==> src/rtl/apb_slv_pkg.sv <==
// Shared definitions for the APB register-bank completer: FSM encoding,
// address-window geometry and the wait-state ceiling.
package apb_slv_pkg;

  typedef enum logic {
    IDLE   = 1'b0,
    ACCESS = 1'b1
  } state_e;

  // Only the low 12 address bits (one 4 KB window) are decoded.
  localparam int unsigned WIN_BITS = 12;
  // Registers are 32-bit words, so the word index starts at bit 2.
  localparam int unsigned WORD_LSB = 2;
  // Largest wait-state count the 4-bit counter can represent.
  localparam int unsigned WAIT_MAX = 15;

  // True when the address hits an implemented register and is word aligned.
  function automatic logic in_window(input logic [31:0] addr, input int unsigned depth);
    return ({22'd0, addr[WIN_BITS-1:WORD_LSB]} < depth) && (addr[WORD_LSB-1:0] == 2'b00);
  endfunction

endpackage

==> src/rtl/apb_slave_regbank_if.sv <==
// APB bus bundle between the bridge (master) and one completer (slave).
interface apb_slave_regbank_if;
  logic        Psel;
  logic        Penable;
  logic        Pwrite;
  logic [31:0] Paddr;
  logic [31:0] Pwdata;
  logic [31:0] Prdata;
  logic        Pready;
  logic        Pslverr;

  modport master (
    output Psel, Penable, Pwrite, Paddr, Pwdata,
    input  Prdata, Pready, Pslverr
  );

  modport slave (
    input  Psel, Penable, Pwrite, Paddr, Pwdata,
    output Prdata, Pready, Pslverr
  );
endinterface

==> src/rtl/apb_slv_regfile.sv <==
// DEPTH x 32 register array: synchronous write, registered read data,
// every word returns to RESET_VAL on reset.
module apb_slv_regfile #(
  parameter int unsigned DEPTH     = 16,
  parameter int unsigned AW        = 4,
  parameter logic [31:0] RESET_VAL = 32'h0000_0000
) (
  input  logic          clk,
  input  logic          rst_n,
  input  logic          we,
  input  logic [AW-1:0] waddr,
  input  logic [31:0]   wdata,
  input  logic          re,
  input  logic          rhit,
  input  logic [AW-1:0] raddr,
  output logic [31:0]   rdata
);

  logic [31:0] mem [DEPTH];

  // Storage: reset every word, otherwise commit completed writes.
  always_ff @(posedge clk or negedge rst_n) begin
    if (!rst_n) begin
      for (int i = 0; i < int'(DEPTH); i++) begin
        mem[i] <= RESET_VAL;
      end
    end else if (we) begin
      mem[waddr] <= wdata;
    end
  end

  // Read register: loaded at setup, zero for writes and misses.
  always_ff @(posedge clk or negedge rst_n) begin
    if (!rst_n) begin
      rdata <= 32'h0000_0000;
    end else if (re) begin
      rdata <= rhit ? mem[raddr] : 32'h0000_0000;
    end
  end

endmodule

==> src/rtl/apb_slave_regbank.sv <==
// APB completer for one Pselx lane: IDLE/ACCESS FSM, wait-state counter,
// range decode and a sticky protocol-violation flag in front of a register file.
// Optional build macro APB_SLV_ERR_EN: when defined, out-of-range or misaligned
// accesses complete with Pslverr=1; otherwise Pslverr is tied low.
module apb_slave_regbank
  import apb_slv_pkg::*;
#(
  parameter int unsigned DEPTH       = 16,
  parameter int unsigned WAIT_STATES = 0,
  parameter logic [31:0] RESET_VAL   = 32'h0000_0000
) (
  input  logic                      Hclk,
  input  logic                      Hresetn,
  apb_slave_regbank_if.slave        bus,
  output logic                      prot_err,
  input  logic                      prot_err_clr
);

  // Out-of-range wait-state settings saturate at the counter ceiling.
  localparam int unsigned WS     = (WAIT_STATES > WAIT_MAX) ? WAIT_MAX : WAIT_STATES;
  localparam logic [3:0]  WS_END = WS[3:0];
  localparam int unsigned AW     = (DEPTH > 1) ? $clog2(DEPTH) : 1;

  state_e      state, state_nxt;
  logic [3:0]  wcnt, wcnt_nxt;
  logic [31:0] addr_l;
  logic        write_l;
  logic        hit_l;
  logic        hit_now;
  logic        setup, ready, abort, mismatch, missing;
  logic        prot_set;
  logic        wr_en;

  assign hit_now = in_window(bus.Paddr, DEPTH);

  // Next-state, counter and event decode from registered state plus bus controls.
  always_comb begin
    state_nxt = state;
    wcnt_nxt  = wcnt;
    setup     = 1'b0;
    ready     = 1'b0;
    abort     = 1'b0;
    mismatch  = 1'b0;
    missing   = 1'b0;
    case (state)
      IDLE: begin
        if (bus.Psel && !bus.Penable) begin
          setup     = 1'b1;
          state_nxt = ACCESS;
          wcnt_nxt  = 4'd0;
        end else if (bus.Psel && bus.Penable) begin
          missing = 1'b1;
        end else begin
          state_nxt = IDLE;
        end
      end
      ACCESS: begin
        if (!bus.Psel) begin
          abort     = 1'b1;
          state_nxt = IDLE;
          wcnt_nxt  = 4'd0;
        end else begin
          mismatch = (bus.Paddr != addr_l) || (bus.Pwrite != write_l);
          if (bus.Penable && (wcnt == WS_END)) begin
            ready     = 1'b1;
            state_nxt = IDLE;
            wcnt_nxt  = 4'd0;
          end else if (wcnt != WS_END) begin
            wcnt_nxt = wcnt + 4'd1;
          end else begin
            // Counter parked at the end while Penable is still low.
            wcnt_nxt = wcnt;
          end
        end
      end
      default: begin
        state_nxt = IDLE;
        wcnt_nxt  = 4'd0;
      end
    endcase
  end

  assign prot_set = missing | mismatch | abort;
  assign wr_en    = ready & write_l & hit_l;

  assign bus.Pready = ready;
`ifdef APB_SLV_ERR_EN
  assign bus.Pslverr = ready & ~hit_l;
`else
  assign bus.Pslverr = 1'b0;
`endif

  // FSM state, wait counter and transfer attributes captured at setup.
  always_ff @(posedge Hclk or negedge Hresetn) begin
    if (!Hresetn) begin
      state   <= IDLE;
      wcnt    <= 4'd0;
      addr_l  <= 32'h0000_0000;
      write_l <= 1'b0;
      hit_l   <= 1'b0;
    end else begin
      state <= state_nxt;
      wcnt  <= wcnt_nxt;
      if (setup) begin
        addr_l  <= bus.Paddr;
        write_l <= bus.Pwrite;
        hit_l   <= hit_now;
      end
    end
  end

  // Sticky protocol-violation flag; a new violation beats a same-cycle clear.
  always_ff @(posedge Hclk or negedge Hresetn) begin
    if (!Hresetn) begin
      prot_err <= 1'b0;
    end else if (prot_set) begin
      prot_err <= 1'b1;
    end else if (prot_err_clr) begin
      prot_err <= 1'b0;
    end
  end

  apb_slv_regfile #(
    .DEPTH    (DEPTH),
    .AW       (AW),
    .RESET_VAL(RESET_VAL)
  ) u_regfile (
    .clk  (Hclk),
    .rst_n(Hresetn),
    .we   (wr_en),
    .waddr(addr_l[AW+WORD_LSB-1:WORD_LSB]),
    .wdata(bus.Pwdata),
    .re   (setup),
    .rhit (hit_now & ~bus.Pwrite),
    .raddr(bus.Paddr[AW+WORD_LSB-1:WORD_LSB]),
    .rdata(bus.Prdata)
  );

endmodule

==> src/flat_wrapper.sv <==
// flat-port wrapper written by rule: the top's interface ports become plain ports
module apb_slave_regbank_flat import apb_slv_pkg::*;
#(
  parameter int unsigned DEPTH       = 16,
  parameter int unsigned WAIT_STATES = 0,
  parameter logic [31:0] RESET_VAL   = 32'h0000_0000
)
  (Hclk, Hresetn, prot_err, prot_err_clr, bus_Psel, bus_Penable, bus_Pwrite, bus_Paddr, bus_Pwdata, bus_Prdata, bus_Pready, bus_Pslverr);
  apb_slave_regbank_if bus_i ();
  input  logic Hclk;
  input  logic Hresetn;
  output logic prot_err;
  input  logic prot_err_clr;
  input wire logic [$bits(bus_i.Psel)-1:0] bus_Psel;
  input wire logic [$bits(bus_i.Penable)-1:0] bus_Penable;
  input wire logic [$bits(bus_i.Pwrite)-1:0] bus_Pwrite;
  input wire logic [$bits(bus_i.Paddr)-1:0] bus_Paddr;
  input wire logic [$bits(bus_i.Pwdata)-1:0] bus_Pwdata;
  output wire logic [$bits(bus_i.Prdata)-1:0] bus_Prdata;
  output wire logic [$bits(bus_i.Pready)-1:0] bus_Pready;
  output wire logic [$bits(bus_i.Pslverr)-1:0] bus_Pslverr;
  assign bus_i.Psel = bus_Psel;
  assign bus_i.Penable = bus_Penable;
  assign bus_i.Pwrite = bus_Pwrite;
  assign bus_i.Paddr = bus_Paddr;
  assign bus_i.Pwdata = bus_Pwdata;
  assign bus_Prdata = bus_i.Prdata;
  assign bus_Pready = bus_i.Pready;
  assign bus_Pslverr = bus_i.Pslverr;
  apb_slave_regbank #(.DEPTH(DEPTH), .WAIT_STATES(WAIT_STATES), .RESET_VAL(RESET_VAL)) u_core (.Hclk(Hclk), .Hresetn(Hresetn), .bus(bus_i), .prot_err(prot_err), .prot_err_clr(prot_err_clr));
endmodule
==> config.mk <==
export PLATFORM = sky130hd
export DESIGN_NAME = apb_slave_regbank_flat
export DESIGN_NICKNAME = d
export VERILOG_FILES = /design/src/rtl/apb_slv_pkg.sv /design/src/rtl/apb_slave_regbank_if.sv /design/src/rtl/apb_slv_regfile.sv /design/src/rtl/apb_slave_regbank.sv /design/src/flat_wrapper.sv
export SDC_FILE = /design/constraint.sdc
export NUM_CORES = 1
export LEC_CHECK = 0
export ABC_AREA = 1
export CAP_MARGIN = 15
export CORE_ASPECT_RATIO = 0.5
export CORE_MARGIN = 3
export CORE_UTILIZATION = 56
export CTS_CLUSTER_SIZE = 10
export DETAILED_ROUTE_END_ITERATION = 6
export GPL_ROUTABILITY_DRIVEN = 0
export PLACE_DENSITY = 0.72
export SETUP_SLACK_MARGIN = 0.2
export SYNTH_ARGS = -nofsm -noshare
export SYNTH_HDL_FRONTEND = slang
export SYNTH_HIERARCHICAL = 1
export SYNTH_SLANG_ARGS = --single-unit
==> constraint.sdc <==
create_clock -name Hclk -period 4.35 [get_ports Hclk]
set_input_delay 1.0875 -clock Hclk [delete_from_list [all_inputs] [get_ports Hclk]]
set_output_delay 1.0875 -clock Hclk [all_outputs]
set_load 0.03 [all_outputs]
==> summary.txt <==
Yosys
  • Commonest cells in the netlist: nand2_1 (1412), dfrtp_1 (584), o21ai_0 (504)
  • Ys async rst share: 100%
  • Flops & latches, synth: 584
  • Syn Area/Cell: 7.50 um^2
  • Leading area contributor after synthesis: dfrtp_1
  • Ys flop type: dfrtp_1
  • Post-synth EDFFs: 0
  • Cell area after synthesis: 27900 um^2
  • Post-synthesis sequential area ratio: 52.3%
  • Most common cell in the netlist: nand2_1
  • Synth area leaders: dfrtp_1 (52%), nand2_1 (19%), o21ai_0 (9.0%)
  • Post-synth top area share: 52.3%
  • Synth unique cells: 31
  • Synth Warn #: 6
  • Post-Synthesis Cells: 3724
  • Syn Nets: 3796

STA
  • Layout Skew: 32.0 ps
  • Relative slew margins: 30.5%
  • RSZ-0062 raised after global routing: false
  • Fin. Hold Viols: 0
  • Setup-failing EPs final: 0
  • Fin worst setup slack: 575 ps
  • Fin crit share: 86.8%
  • Final setup TNS: 0 ps
  • Tmin final: 3780 ps
  • Final Max Tran Viols: 0
  • Max Fclk: 265 MHz
  • Actual slew at the worst max-slew pin: 1040 ps

Global routing
  • Largest net degree at the start of global routing: 175
  • Antenna violations before repair: 4
  • Remaining global-route overflow: 0
  • First-pass GRT wire length: 122000 um
  • Vias in the first global route: 22560
  • Total GRT Usage: 29.1%

Critical path
  • Reg2Reg Setup Slack: 1530 ps
  • R2r endpoint: u_core/u_regfile/mem[287]
  • CP Max Fanout: 4
  • Cell Chain, Critical Path: clkdlybuf4s50_1, nand4_1, nor2_1, clkdlybuf4s50_1
  • Worst Setup Path Type: in2out
  • R2r worst-path depth: 11
  • Cell family with most CP delay: buffers and inverters
  • Slowest-stage cell, CP: clkdlybuf4s50_1
  • Slowest stage delay, CP: 710 ps
  • CP Data Required Time: 3260 ps
  • Worst path arrival time: 2690 ps
  • CP Buf/Inv Count: 2
  • CP Capture Type: primary output
  • CP startpoint kind: input pin
  • Most used cell, CP: clkdlybuf4s50_1
  • Worst reg2reg startpoint: u_core/wcnt[0]

Clocking
  • Setup Buffers After CTS: 0
  • Clock Pin Slew Worst Setup and Hold Paths: 50 ps
  • Post-CTS Hold Fix Bufs: 0
  • # clock sinks: 584
  • TritonCTS clock tree: done
  • CTS resizes: 0
  • Clock Latency Late Sink: 590 ps
  • CTS H-tree lvls: 3
  • Max Buffers Root-to-Sink: 3
  • Clock root cell: clkbuf_16
  • Num CTS Buffers: 68

Routing
  • Detailed router's first-iteration violation count: 2696
  • DRC Markers: 4
  • Vias per inst: 5.43
  • Routed wire length: 74900 um
  • Post-route ant nets: 0
  • DR vias: 23682
  • Drt pass-1 iters: 7
  • Routed wire per std cell: 17.2 um

Final layout
  • Final #Nets: 3776
  • Synthesis-to-layout area growth: 11.8%
  • Share of layout cells above drive strength 1: 4.58%

Die
  • Die width: 322 um
  • Die Ht: 164 um
  • Starting Density: 57.1%
  • Core region area: 48900 um^2
  • Num ports: 105
  • Die Area: 52800 um^2
  • Site row count: 57

Hold path
  • Worst Hold Path EP: u_core/u_regfile/rdata[29]
  • Hold depth: 2
  • Worst hold path startpoint: u_core/u_regfile/rdata[29]
  • Worst Hold Class: reg2reg

Outcome
  • Failing checks: design-rule violations
  • Outcome: finished with violations

Place
  • Hpwl dp: 41900 um
  • Place WS: 574 ps
  • Port Buffers: 103

Power and ir drop
  • Pwr/cell area: 365 nW/um^2
  • Leak: 0.0152 uW
  • Peak supply drop: 0.226 mV

Flow run
  • Max-cap violation count: 0
## how the worst max path moves through the flow
stage,start,to,depth (start not counted)
2_1_floorplan,bus_Psel,u_core/u_regfile/mem[417],8
3_3_place_gp,bus_Penable,bus_Pready,4
3_5_place_dp,bus_Penable,bus_Pready,4
4_1_cts,bus_Penable,bus_Pready,4
5_1_grt,bus_Penable,bus_Pready,4
6_report,bus_Penable,bus_Pready,4
## cell families after synthesis
| family | after synthesis | share of synthesized area [%] |
|---|---|---|
| compound gates | 550 | 9.99 |
| fa+ha+maj | 2 | 0.0896 |
| flops | 584 | 52.3 |
| buf+inv | 728 | 10.3 |
| simple gates | 1847 | 26.9 |
| other cells | 1 | 0.0134 |
| xor+xnor | 12 | 0.376 |
## metal layers
layer	wire (um)	GRT usage, %
met1	33300	41.4
met2	33400	46.1
met3	6240	5.01
met4	1950	8.81
met5	0	0
## cell usage in the layout (no fill, tap or decap), types with 2 or more instances in the layout
cell,netlist,final
buf_12,0,18
o21ai_2,6,6
nor2_4,0,4
diode_2,0,4
o21ai_0,504,504
o31ai_2,2,2
nand3_2,4,4
nor3_1,2,2
xor2_1,5,5
nand2_1,1412,1409
xnor2_1,7,7
clkinv_8,0,2
nand4_1,4,4
clkbuf_16,0,69
nor2_1,20,20
inv_1,476,474
ha_1,2,2
nor3_4,2,2
o21ai_1,37,37
buf_4,4,39
nor2_2,6,2
buf_2,74,2
dfrtp_1,584,584
clkbuf_8,0,2
nand2_2,4,7
inv_6,1,5
nand3_1,391,391
clkdlybuf4s50_1,0,98
## state kept, by name (all words and copies together) (netlist names)
signal                  flops
u_core/addr_l              32
u_core/prot_err             1
u_core/wcnt                 4
u_core/u_regfile/mem      512
u_core/hit_l                1
u_core/write_l              1
u_core/u_regfile/rdata     32
u_core/state                1
## worst reg2reg max path, cell delays in order (launching register included)
cell,delay (ps)
dfrtp_1,420
inv_1,100
ha_1,180
nand4_1,110
nor2_1,190
and3_1,440
nand3_1,230
inv_1,180
nand2_2,320
buf_12,340
nand2_1,90
o21ai_0,80
## power breakdown
part / internal, uW / leakage [uW] / switching (uW)
Combinational: 251 / 0.00704 / 603
Sequential: 5490 / 0.00727 / 42.0
Clock: 2890 / 0.000899 / 2130
## per-stage QoR
step                      instance area [um^2]  total power, uW  utilization [%]  hold WS (ps)  instances
final                                    31200            11400             63.8           475       4363
after CTS                                31200            11500             63.8           480       4359
after floorplan                          27900             6090                -           453       3724
after global placement                   29400             6460             60.1           464       4283
after detailed placement                 29400             6480             60.1           465       4283
after global routing                     31200            11800             63.8           489       4363
## area by class of cell
cell class / count / area, um^2
antenna: 4 / 10.0
clock buffer: 70 / 1740
clock inverter: 6 / 88.8
fill: 4305 / 17700
inverter: 479 / 1820
multi-input combinational: 2412 / 10500
sequential: 584 / 14600
tap: 649 / 812
timing repair buffer: 159 / 1670
(Power assumes the default switching activity.)
